===== src/rtl/fpga_wdi_monitor.sv =====
// rtl/fpga_wdi_monitor.sv - receive-side watchdog-kick supervisor
// Flags EARLY / TIMEOUT / STARTUP faults on an asynchronous kick line, timed by a 100us strobe.
module fpga_wdi_monitor #(
  parameter int MIN_TICKS     = 5,
  parameter int MAX_TICKS     = 15,
  parameter int STARTUP_TICKS = 100,
  parameter int CNT_W         = 8
) (
  input  logic        OPB_CLK,
  input  logic        OPB_RST,
  input  logic        PULSE_100US,
  input  logic        WDI_IN,
  input  logic        WD_EN,
  input  logic        CLR_FAULT,
  output logic        WD_OK,
  output logic        WD_FAULT,
  output logic [1:0]  FAULT_CODE,
  output logic [15:0] KICK_CNT
);

  typedef enum logic [1:0] {
    S_IDLE  = 2'd0,
    S_ARM   = 2'd1,
    S_RUN   = 2'd2,
    S_FAULT = 2'd3
  } state_t;

  localparam logic [1:0] CODE_NONE    = 2'b00;
  localparam logic [1:0] CODE_EARLY   = 2'b01;
  localparam logic [1:0] CODE_TIMEOUT = 2'b10;
  localparam logic [1:0] CODE_STARTUP = 2'b11;

  localparam logic [CNT_W-1:0] CNT_SAT      = {CNT_W{1'b1}};
  localparam logic [CNT_W-1:0] MIN_C        = CNT_W'(MIN_TICKS);
  localparam logic [CNT_W-1:0] MAX_LAST     = CNT_W'(MAX_TICKS - 1);
  localparam logic [CNT_W-1:0] STARTUP_LAST = CNT_W'(STARTUP_TICKS - 1);

  logic             r_sync1;
  logic             r_sync2;
  logic             r_hist;
  state_t           r_state;
  logic [CNT_W-1:0] r_cnt;
  logic [15:0]      r_kick_cnt;
  logic [1:0]       r_code;
  logic             r_ok;
  logic             r_fault;

  state_t           w_next_state;
  logic [CNT_W-1:0] w_next_cnt;
  logic [CNT_W-1:0] w_cnt_inc;
  logic [15:0]      w_next_kick_cnt;
  logic [1:0]       w_next_code;
  logic             w_kick_edge;

  assign w_kick_edge = r_sync2 & ~r_hist;
  assign w_cnt_inc   = (r_cnt == CNT_SAT) ? r_cnt : r_cnt + 1'b1;

  // Thresholds use the pre-update count, and a kick always wins over a same-cycle tick.
  always_comb begin
    w_next_state    = r_state;
    w_next_cnt      = r_cnt;
    w_next_kick_cnt = r_kick_cnt;
    w_next_code     = r_code;
    if (!WD_EN) begin
      w_next_state    = S_IDLE;
      w_next_cnt      = '0;
      w_next_kick_cnt = '0;
      w_next_code     = CODE_NONE;
    end else begin
      case (r_state)
        S_IDLE: begin
          w_next_state = S_ARM;
          w_next_cnt   = '0;
        end
        S_ARM: begin
          if (w_kick_edge) begin
            w_next_state    = S_RUN;
            w_next_cnt      = '0;
            w_next_kick_cnt = r_kick_cnt + 16'd1;
          end else if (PULSE_100US) begin
            if (r_cnt == STARTUP_LAST) begin
              w_next_state = S_FAULT;
              w_next_cnt   = '0;
              w_next_code  = CODE_STARTUP;
            end else begin
              w_next_cnt = w_cnt_inc;
            end
          end
        end
        S_RUN: begin
          if (w_kick_edge) begin
            w_next_cnt = '0;
            if (r_cnt < MIN_C) begin
              w_next_state = S_FAULT;
              w_next_code  = CODE_EARLY;
            end else begin
              w_next_kick_cnt = r_kick_cnt + 16'd1;
            end
          end else if (PULSE_100US) begin
            if (r_cnt == MAX_LAST) begin
              w_next_state = S_FAULT;
              w_next_cnt   = '0;
              w_next_code  = CODE_TIMEOUT;
            end else begin
              w_next_cnt = w_cnt_inc;
            end
          end
        end
        S_FAULT: begin
          w_next_cnt = '0;
          if (CLR_FAULT) begin
            w_next_state = S_ARM;
            w_next_code  = CODE_NONE;
          end
        end
        default: begin
          w_next_state    = S_IDLE;
          w_next_cnt      = '0;
          w_next_kick_cnt = '0;
          w_next_code     = CODE_NONE;
        end
      endcase
    end
  end

  always_ff @(posedge OPB_CLK) begin
    if (OPB_RST) begin
      r_sync1    <= 1'b0;
      r_sync2    <= 1'b0;
      r_hist     <= 1'b0;
      r_state    <= S_IDLE;
      r_cnt      <= '0;
      r_kick_cnt <= '0;
      r_code     <= CODE_NONE;
      r_ok       <= 1'b0;
      r_fault    <= 1'b0;
    end else begin
      r_sync1    <= WDI_IN;
      r_sync2    <= r_sync1;
      r_hist     <= r_sync2;
      r_state    <= w_next_state;
      r_cnt      <= w_next_cnt;
      r_kick_cnt <= w_next_kick_cnt;
      r_code     <= w_next_code;
      r_ok       <= (w_next_state == S_RUN);
      r_fault    <= (w_next_state == S_FAULT);
    end
  end

  assign WD_OK      = r_ok;
  assign WD_FAULT   = r_fault;
  assign FAULT_CODE = r_code;
  assign KICK_CNT   = r_kick_cnt;

endmodule


===== config.mk =====
export PLATFORM = sky130hd
export DESIGN_NAME = fpga_wdi_monitor
export DESIGN_NICKNAME = d
export VERILOG_FILES = /design/src/rtl/fpga_wdi_monitor.sv
export SDC_FILE = /design/constraint.sdc
export NUM_CORES = 1
export LEC_CHECK = 0
export ABC_AREA = 0
export CAP_MARGIN = 30
export CORE_AREA = 8 8 70 103
export DETAILED_ROUTE_END_ITERATION = 10
export DIE_AREA = 0 0 78 111
export SLEW_MARGIN = 10
export SYNTH_ARGS = -nofsm -noshare
export SYNTH_HDL_FRONTEND = slang
export SYNTH_SLANG_ARGS = --single-unit

===== constraint.sdc =====
create_clock -name OPB_CLK -period 4.2 [get_ports OPB_CLK]
set_input_delay 1.26 -clock OPB_CLK [delete_from_list [all_inputs] [get_ports OPB_CLK]]
set_output_delay 1.26 -clock OPB_CLK [all_outputs]
set_load 0.03 [all_outputs]

==> impl_metrics.env <==
export IMPL_status="finished clean"
export IMPL_clock_path_buffers=2
export IMPL_yosys_cell_count_top_type="dfxtp_1"
export IMPL_post_cts_buffers=0
export IMPL_synth_area_um2=1610
export IMPL_slowest_stage="clkdlybuf4s50_1"
export IMPL_die_h_um=111
export IMPL_rsz0062_at_grt="no"
export IMPL_cp_buffers_inverters=1
export IMPL_path_clk_slew_ns=0.07
export IMPL_final_area_um2=2050
export IMPL_finalWorstPathRequiredPeriod_ns=2.67
export IMPL_ys_flop_type="dfxtp_1"
export IMPL_cts_tree="yes"
export IMPL_synth_largest_area_cell="dfxtp_1"
export IMPL_place_hpwl_um=2860
export IMPL_ys_seq_area_share_pct=41.1
export IMPL_yosysWarnings=0
export IMPL_min_from="r_sync1"
export IMPL_core_um2=5700
export IMPL_grt_max_degree=22
export IMPL_post_drt_wl_per_cell_um=13.2
export IMPL_ys_types=41
export IMPL_whs_ns=0.442
export IMPL_yosysTopAreaCellShare_pct=41.1
export IMPL_power_net_switching_mw=0.133
export IMPL_p_comb_share_pct=4.3
export IMPL_fmax_mhz=375
export IMPL_drt_wl_total_um=3760
export IMPL_critPathMaxFanout=7
export IMPL_dr_pass1_iters=4
export IMPL_grt_pass1_wl_um=6540
export IMPL_synth_top_family_by_area="simple AND/OR/NAND/NOR gates"
export IMPL_muxShareOfSynthArea_pct=1.25
export IMPL_grtUsageTotal_pct=9.16
export IMPL_final_cells=286
export IMPL_dp_cells=278
export IMPL_cts_made_buffers=5
export IMPL_synth_seq_cells=33
export IMPL_synth_xor_area_share_pct=6.00
export IMPL_setup_viol=0
export IMPL_htreeDepth=2
export IMPL_num_rows=34
export IMPL_max_stage_delay_ns=0.71
export IMPL_antenna_left=0
export IMPL_worst_ep_required_time_ns=2.94
export IMPL_synthCells=184
export IMPL_layout_nets=223
export IMPL_cp_top_family="buffers and inverters"
export IMPL_overflow=0
export IMPL_worst_pin_slew_ns=0.719
export IMPL_rr_startpoint="r_cnt[0]"
export IMPL_hold_viol=0
export IMPL_drc_errors=0
export IMPL_diodes=0
export IMPL_synth_area_leaders="dfxtp_1, nor2_1, a21oi_1"
export IMPL_place_area_um2=1940
export IMPL_syn2layout_area_growth_pct=27.9
export IMPL_drt_iter0_drc=58
export IMPL_dieArea_um2=8660
export IMPL_antenna_found_initial=0
export IMPL_maxCapViolations=0
export IMPL_clk_latency_ns=0.28
export IMPL_cts_resized=0
export IMPL_synth_avg_cell_area_um2=8.73
export IMPL_maxSlewHeadroom_pct=51.9
export IMPL_clock_sinks=33
export IMPL_die_x_um=78
export IMPL_gp_congestion=0.861
export IMPL_crit_cells=1
export IMPL_io_buffers=25
export IMPL_synth_nets=194
export IMPL_async_flop_share_pct=0
export IMPL_io_pin_count=26
export IMPL_start_util_pct=28.2
export IMPL_arrival_ns=1.41
export IMPL_hold_path_class="reg -> reg"
export IMPL_setup_worst_path_start="KICK_CNT[8]"
export IMPL_swShare_pct=20.4
export IMPL_rr_worst_depth=7
export IMPL_internal_power_mw=0.520
export IMPL_synth_compound_area_share_pct=18.5
export IMPL_p_seq_share_pct=48.6
export IMPL_clock_skew_ns=0.0117
export IMPL_final_max_slew_viol_count=0
export IMPL_setup_tns_ns=0
export IMPL_synth_common_cells="dfxtp_1, nor2_1, a21oi_1, o21ai_0"
export IMPL_synth_simple_area_share_pct=27.9
export IMPL_fin_crit_sh_pct=63.6
export IMPL_synth_fa_ha_area_share_pct=3.12
export IMPL_drive_gt1_share_pct=6.07
export IMPL_cp_start_kind="register"
export IMPL_power_density_nw_per_um2=318
export IMPL_fill_cells=613
export IMPL_hold_depth=1
export IMPL_dr_total_vias=1430
export IMPL_synth_edff_count=0
export IMPL_p_clk_share_pct=47.1
export IMPL_grt_pass1_vias=1425
export IMPL_path_cells="clkdlybuf4s50_1"
export IMPL_end_kind="primary output"
export IMPL_viasPerCell=5.00
export IMPL_leakage_nw=0.650
export IMPL_path_class="reg -> out"
export IMPL_cts_root_buffer="clkbuf_8"
export IMPL_hold_buffers=0
export IMPL_vdd_drop_max_mv=0.173
-- routing by layer --
metal	up-vias	global-route usage (%)	wire, µm
met4	0	4.60	111
li1	725	-	-
met5	-	0	0
met2	27	16.7	1950
met3	12	3.08	195
met1	666	8.74	1500
-- power by group through the flow --
stage                     clock [mW]  sequential (mW)  combinational, mW
after global placement             0            0.325             0.0281
after CTS                      0.317            0.317             0.0280
final                          0.308            0.317             0.0280
after floorplan                    0            0.323             0.0178
after detailed placement           0            0.325             0.0280
after global routing           0.336            0.318             0.0304
-- sequential cells by signal, indices dropped and copies added, names as in the netlist --
register    flops
KICK_CNT       16
r_cnt           8
FAULT_CODE      2
r_state         2
WD_FAULT        1
WD_OK           1
r_hist          1
r_sync1         1
r_sync2         1
-- cells by family (layout without fill, tap and decap cells) --
group	after synthesis	after routing
DFF	33	33
and+or+nand+nor	80	80
buffers and inverters	9	39
adders and majority gates	4	4
xor gates and xnor gates	11	11
muxes	2	2
AOI/OAI and AO/OA	45	45
-- cell usage in the layout, fill, tap and decap left out, types with 2 or more instances in the layout --
master / count
a211oi_1: 4
a21oi_1: 12
a31oi_1: 3
and2_1: 6
and3_1: 5
clkbuf_8: 6
clkdlybuf4s50_1: 25
dfxtp_1: 33
ha_1: 4
inv_1: 4
mux2i_1: 2
nand2_1: 9
nand2b_1: 6
nand3_1: 7
nand4_1: 7
nor2_1: 18
nor2b_1: 6
o21ai_0: 10
o21ai_1: 3
o221a_1: 2
o32ai_1: 2
or3_1: 9
xnor2_1: 6
xor2_1: 5
-- metrics by stage --
step                      total power [mW]  setup WS [ns]  utilization (%)
final                                0.653           1.53             36.0
after global routing                 0.684           1.45             36.0
after CTS                            0.662           1.51             36.0
after detailed placement             0.352           1.35             34.0
after global placement               0.353           1.42             34.0
after floorplan                      0.341           1.98                -
-- cell type report --
| class | count | area (µm²) | share of cell area, % |
|---|---|---|---|
| multi-input combinational | 142 | 911 | 44.3 |
| tap | 72 | 90.1 | 4.38 |
| sequential | 33 | 661 | 32.2 |
| clock buffer | 7 | 86.3 | 4.20 |
| timing repair buffer | 26 | 258 | 12.5 |
| clock inverter | 1 | 30.0 | 1.46 |
| inverter | 5 | 18.8 | 0.914 |
-- worst paths after layout --
check	slack, ns	end
worst max register to register	1.95	KICK_CNT[9]
worst max-delay path	1.53	KICK_CNT[8]
worst min-delay path	0.44	r_sync2
worst min register to register	0.44	r_sync2
Power figures use the tool's default switching activity.
